$ cat src/rtl/xor_stream_cipher.sv
// XOR stream cipher (static key or per-packet Galois-LFSR keystream); 1-cycle registered output.
// Backpressure: s_ready follows the output register (~m_valid | m_ready) and drops during seed_load.
module xor_stream_cipher #(
  parameter int                 DATA_W       = 8,
  parameter int                 LFSR_W       = 32,
  parameter logic [LFSR_W-1:0]  TAPS         = 32'h8020_0003,
  parameter logic [LFSR_W-1:0]  DEFAULT_SEED = 32'hACE1_2468,
  parameter int                 CNT_W        = 16
) (
  input  logic              clk,
  input  logic              rst,
  input  logic              mode,
  input  logic [DATA_W-1:0] key,
  input  logic              seed_load,
  input  logic [LFSR_W-1:0] seed,
  input  logic              s_valid,
  output logic              s_ready,
  input  logic [DATA_W-1:0] s_data,
  input  logic              s_last,
  output logic              m_valid,
  input  logic              m_ready,
  output logic [DATA_W-1:0] m_data,
  output logic              m_last,
  output logic              busy,
  output logic [CNT_W-1:0]  pkt_count
);

  if (DATA_W < 1 || DATA_W > LFSR_W) begin : g_bad_width
    $error("xor_stream_cipher: DATA_W must be within 1..LFSR_W");
  end
  if (DEFAULT_SEED == '0) begin : g_bad_seed
    $error("xor_stream_cipher: DEFAULT_SEED must be nonzero");
  end

  logic [LFSR_W-1:0] seed_reg;
  logic [LFSR_W-1:0] lfsr;
  logic              mode_q;
  logic              accept;
  logic              pkt_mode;
  logic [DATA_W-1:0] ks;
  logic [LFSR_W-1:0] lfsr_next;
  logic [LFSR_W-1:0] seed_nz;

  // One keystream word consumes DATA_W Galois steps, unrolled within the cycle.
  function automatic logic [LFSR_W-1:0] lfsr_advance(input logic [LFSR_W-1:0] v);
    logic [LFSR_W-1:0] r;
    r = v;
    for (int i = 0; i < DATA_W; i++) begin
      r = (r >> 1) ^ (r[0] ? TAPS : '0);
    end
    return r;
  endfunction

  assign s_ready   = (~m_valid | m_ready) & ~seed_load;
  assign accept    = s_valid & s_ready;
  assign pkt_mode  = busy ? mode_q : mode;
  assign ks        = pkt_mode ? lfsr[DATA_W-1:0] : key;
  assign lfsr_next = lfsr_advance(lfsr);
  assign seed_nz   = (seed == '0) ? DEFAULT_SEED : seed;

  always_ff @(posedge clk) begin
    if (rst) begin
      seed_reg  <= DEFAULT_SEED;
      lfsr      <= DEFAULT_SEED;
      mode_q    <= 1'b0;
      busy      <= 1'b0;
      pkt_count <= '0;
      m_valid   <= 1'b0;
      m_data    <= '0;
      m_last    <= 1'b0;
    end else begin
      // seed_load and accept are mutually exclusive because s_ready is low during a load.
      if (seed_load) begin
        seed_reg <= seed_nz;
        lfsr     <= seed_nz;
      end else if (accept) begin
        if (s_last) begin
          lfsr <= seed_reg;
        end else if (pkt_mode) begin
          lfsr <= lfsr_next;
        end
      end

      if (accept) begin
        m_valid <= 1'b1;
        m_data  <= s_data ^ ks;
        m_last  <= s_last;
        busy    <= ~s_last;
        if (!busy) begin
          mode_q <= mode;
        end
        if (s_last) begin
          pkt_count <= pkt_count + CNT_W'(1);
        end
      end else if (m_ready) begin
        m_valid <= 1'b0;
      end
    end
  end

endmodule

$ cat config.mk
export PLATFORM = sky130hd
export DESIGN_NAME = xor_stream_cipher
export DESIGN_NICKNAME = d
export VERILOG_FILES = /design/src/rtl/xor_stream_cipher.sv
export SDC_FILE = /design/constraint.sdc
export NUM_CORES = 1
export LEC_CHECK = 0
export CORE_MARGIN = 2
export CORE_UTILIZATION = 52
export CTS_CLUSTER_SIZE = 12
export DETAILED_ROUTE_END_ITERATION = 6
export HOLD_SLACK_MARGIN = 0.02
export PLACE_DENSITY = 0.81
export SLEW_MARGIN = 20
export SYNTH_ARGS = -nofsm -noshare
export SYNTH_HDL_FRONTEND = slang
export SYNTH_SLANG_ARGS = --single-unit
export TNS_END_PERCENT = 20
$ cat constraint.sdc
create_clock -name clk -period 2 [get_ports clk]
set_input_delay 0.2 -clock clk [delete_from_list [all_inputs] [get_ports clk]]
set_output_delay 0.2 -clock clk [all_outputs]
set_load 0.01 [all_outputs]
After elaboration in Yosys (flattened, before gate mapping)

Cells that the tools add are included.

Word-level logic and storage cells: 47
Input bits: 55
Output and inout port bits: 28
Register bits: 92

Muxes and demuxes: 17
Add/sub/neg operators: 1
Bitwise logic cells: 15
Reductions and logical operators: 6

Operator list:

| kind                    | number |
|---|---|
| $mux W32                | 13 |
| $xor A31 B32 Y32        | 8 |
| $logic_not A32 Y1       | 1 |
| $add A16 B1 Y16 const B | 1 |
| $mux W8                 | 1 |
| $xor A8 B8 Y8           | 1 |
| $reduce_and A2 Y1       | 2 |
| $reduce_bool A2 Y1      | 2 |
| $mux W1                 | 3 |
| $not A1 Y1              | 3 |
| $reduce_bool A3 Y1      | 1 |
| $and A1 B1 Y1           | 2 |
| $or A1 B1 Y1            | 1 |

Longest topological paths before layout

Word-level depth: 20
Mapped depth: 7
Mapped depth without buffers: 5

Worst setup path before layout

No wires, ideal clock.

Path type: flip-flop to flip-flop
From: register pkt_count[0]
To: register pkt_count[14]
Data arrival time: 1774 ps
Stages on the path, launching flop included: 7
Required time: 1930 ps
Setup time: 70 ps
Clock period less this slack: 1844 ps
Buffers on the path: 1
Slack: 156 ps
Cell sequence: dfxtp_1 ha_1 inv_1 or4_1 clkbuf_1 or3_1 a21oi_1

Word-level cells in the longest chain between the ends: 1

RTL lines:

| what                   | line | RTL |
|---|---|---|
| from (decl)            | 25   | `output logic [CNT_W-1:0] pkt_count` |
| from (signal assigned) | 93   | `pkt_count <= pkt_count + CNT_W'(1);` |
| $add A16 B1 Y16        | 93   |  |

Every way passes these cells.
A chain may end at the register's enable or synchronous reset.

Worst setup path after layout

From: register lfsr[4]
To: register lfsr[30]

Word-level cells in the longest chain between the ends: 15

RTL lines:

| what                               | line | RTL |
|---|---|---|
| from (decl)                        | 36   | `logic [LFSR_W-1:0] lfsr;` |
| from (signal assigned)             | 75   | `lfsr <= seed_nz;` |
| from (signal assigned)             | 78   | `lfsr <= seed_reg;` |
| from (signal assigned)             | 80   | `lfsr <= lfsr_next;` |
| $xor A31 B32 Y32 (*) (4 in series) | 49   | `r = (r >> 1) ^ (r[0] ? TAPS : '0);` |
| $mux W32 (*)                       | 49   |  |
| $xor A31 B32 Y32 (*)               | 49   |  |
| $mux W32                           | 49   |  |
| $xor A31 B32 Y32 (*)               | 49   |  |
| $mux W32 (*)                       | 49   |  |
| $xor A31 B32 Y32 (*) (2 in series) | 49   |  |
| $mux W32 (*)                       | 79   | `end else if (pkt_mode) begin` |
| $mux W32 (*)                       | 77   | `if (s_last) begin` |
| $mux W32 (*)                       | 76   | `end else if (accept) begin` |
| $mux W32 (*)                       | 73   | `if (seed_load) begin` |

Every way passes the cells marked *; elsewhere a longest branch is shown, timed or not. The select of a mux whose other input is x is not followed.

==> impl_metrics.yaml <==
placed_design:
  placed_area_sq_um: 5689
  dp.cells: 727
  place_ws_ns: -0.2821
  gp_congestion: 0.8750
  io_buffers: 82
  hpwl_microns: 8682
clock_network:
  htree_levels: 3
  numCtsBuffers: 9
  cts_sinks: 92
  cts_tree: "yes"
  cts_setup_buffers: 0
  cts_max_path_buffers: 2
  insertion_delay_ns: 0.36
  clk_pin_slew_ns: 0.09
  cts_hold_buf: 0
  ctsRootBufferMaster: "clkbuf_8"
cells_and_area:
  fin_util_pct: 72.35
  mostFrequentLayoutCells: "91 x dfxtp_1, 88 x nand2_1, 81 x clkdlybuf4s50_1"
  seq_area_sq_um: 1843
  final_cells: 743
  final_cell_area_sq_um: 5944
  final_common_cell: "dfxtp_1"
  fillers: 598
  synthToLayoutAreaGrowth_pct: 35.28
  num_antenna_cells: 0
  layout.nets: 689
  drive_gt1_share_pct: 16.93
  multi_input_area_sq_um: 2390
sta:
  fin_crit_sh_pct: 95.29
  hold_viol: 0
  clock_skew_ns: 0.009432
  worstMarginPinSlew_ns: 0.4862
  setup_ws_ns: 0.09416
  relSlewSlack_pct: 67.29
  fmax_mhz: 524.7
  fin_tns_setup_ns: 0
  setup_viol: 0
  post-route-min-period_ns: 1.906
  fin_hold_ws_ns: 0.1770
  drv_slew: 0
  rsz0062_at_grt: "no"
setup_path:
  startpoint_type: "register"
  arrival_ns: 2.16
  critPathMaxStageDelay_ns: 0.51
  crit_fanout: 4
  worstPathCellList: "xnor2_2 -> xor3_2 -> xnor2_1 -> o21a_1 -> a2111oi_2"
  path_class: "reg2reg"
  crit_required_ns: 2.26
  critPathCaptureType: "register"
  cp_slowest_cell: "dfxtp_1"
drt:
  wire_per_inst_microns: 16.53
  drtIter0Drc: 251
  ant_nets: 0
  first_pass_iters: 4
  drc: 0
  wirelength_microns: 12280
  drt-vias-per-instance: 5.747
  vias: 4270
synthesis:
  synth_seq_area_share_pct: 41.91
  ys_warn_count: 0
  async_flop_share_pct: 0
  avgSynthCellArea_sq_um: 8.532
  syn-cell-area_sq_um: 4394
  synth-edff-count: 0
  ys_ff_latch: 92
  synth_ff_type: "dfxtp_1"
  synth_cell_types: 50
  synthCells: 515
  synth_fp_nets: 571
pwr:
  p_leak_nw: 2.285
  p_switching_mw: 1.223
  p_clk_share_pct: 32.0
  combinationalPowerShare_pct: 22.4
  powerDensity_nw_per_um2: 746.8
  p_int_mw: 3.217
  ir_drop_uv: 436.4
  power_mw: 4.439
  sequentialPowerShare_pct: 45.6
  swShare_pct: 27.54
die:
  initial_utilization_pct: 53.48
  fp-row-count: 33
  die_area_sq_um: 9202
  dieHeight_microns: 95.93
  fp.dieW_microns: 95.93
  core-area_sq_um: 8217
  pin_count: 83
global_route:
  grt_use_total_pct: 27.56
  antenna_found_initial: 0
  grt-ovfl-total: 0
  grt_max_degree: 41
  grt_pass1_vias: 4076
  grt_pass1_wl_microns: 19480
flow_run:
  drv_cap: 0
hold_path:
  hold_class: "in2reg"
outcome:
  outcome: "finished, final reports clean"
## routing by layer
metal	routed length, microns	part of all wire [%]	track usage (%)
met1	5259	43	36.28
met2	5895	48	45.69
met5	0	0	0
met4	218	1.8	8.690
met3	907	7.4	5.403
## final timing paths
check	slack (ns)	cells after the start	startpoint	to
hold / removal	0.18	3	rst	seed_reg[27]
setup / recovery	0.09	5	lfsr[4]	lfsr[30]
setup reg to reg	0.09	5	lfsr[4]	lfsr[30]
hold reg to reg	0.45	2	m_data[1]	m_data[1]
## cell usage after synthesis, types with 6 or more instances
cell type | instances | area (sq um)
a21oi_1 | 46 | 230.2
mux2_2 | 13 | 146.4
nand2_1 | 88 | 330.3
nand4_1 | 6 | 37.54
o22ai_1 | 16 | 100.1
clkbuf_1 | 31 | 116.4
a211oi_1 | 7 | 52.55
inv_1 | 7 | 26.28
nand3_1 | 10 | 50.05
nor2_1 | 39 | 146.4
xor2_1 | 6 | 52.55
xnor2_1 | 24 | 210.2
dfxtp_1 | 92 | 1842
mux2i_1 | 16 | 160.2
o21ai_0 | 25 | 125.1
nor4_1 | 14 | 87.58
a311oi_1 | 8 | 70.07
## critical path, delay by kind of cell, from the launching register on
family	cells	cell delay (ns)
xor gates and xnor gates	3	0.79
DFF	1	0.51
AOI/OAI and AO/OA	2	0.50
## power by group through the flow
stage	Clock [mW]	Sequential [mW]	Combinational, mW
finish	1.42	2.02	0.996
global route	1.51	2.04	1.07
CTS	1.42	2.02	0.981
detailed placement	0	2.06	0.968
global placement	0	2.06	0.941
floorplan	0	2.04	0.590
## final cells by class
| type | count | area share, % |
|---|---|---|
| Timing Repair Buffer | 146 | 22.23 |
| Sequential cell | 92 | 31.00 |
| Clock buffer | 11 | 2.378 |
| Clock inverter | 5 | 1.410 |
| Tap cell | 105 | 2.210 |
| Multi-Input combinational cell | 375 | 40.20 |
| Inverter | 9 | 0.5683 |
## repair_timing
item / in CTS / in global routing
setup endpoints to repair: 0 / 37
endpoints found under the hold margin: 0 / 0
gates resized for setup: 0 / 6
## cells by family after synthesis
family | Yosys count | share of synthesized area (%)
AO/OA/AOI/OAI | 128 | 17.94
XOR/XNOR | 39 | 10.51
adder cells (fa/ha/maj) | 1 | 0.2847
buffers and inverters | 48 | 4.356
flip-flops | 92 | 41.91
multiplexers | 30 | 7.232
AND/OR/NAND/NOR | 177 | 17.77
(Power assumes the default switching activity.)
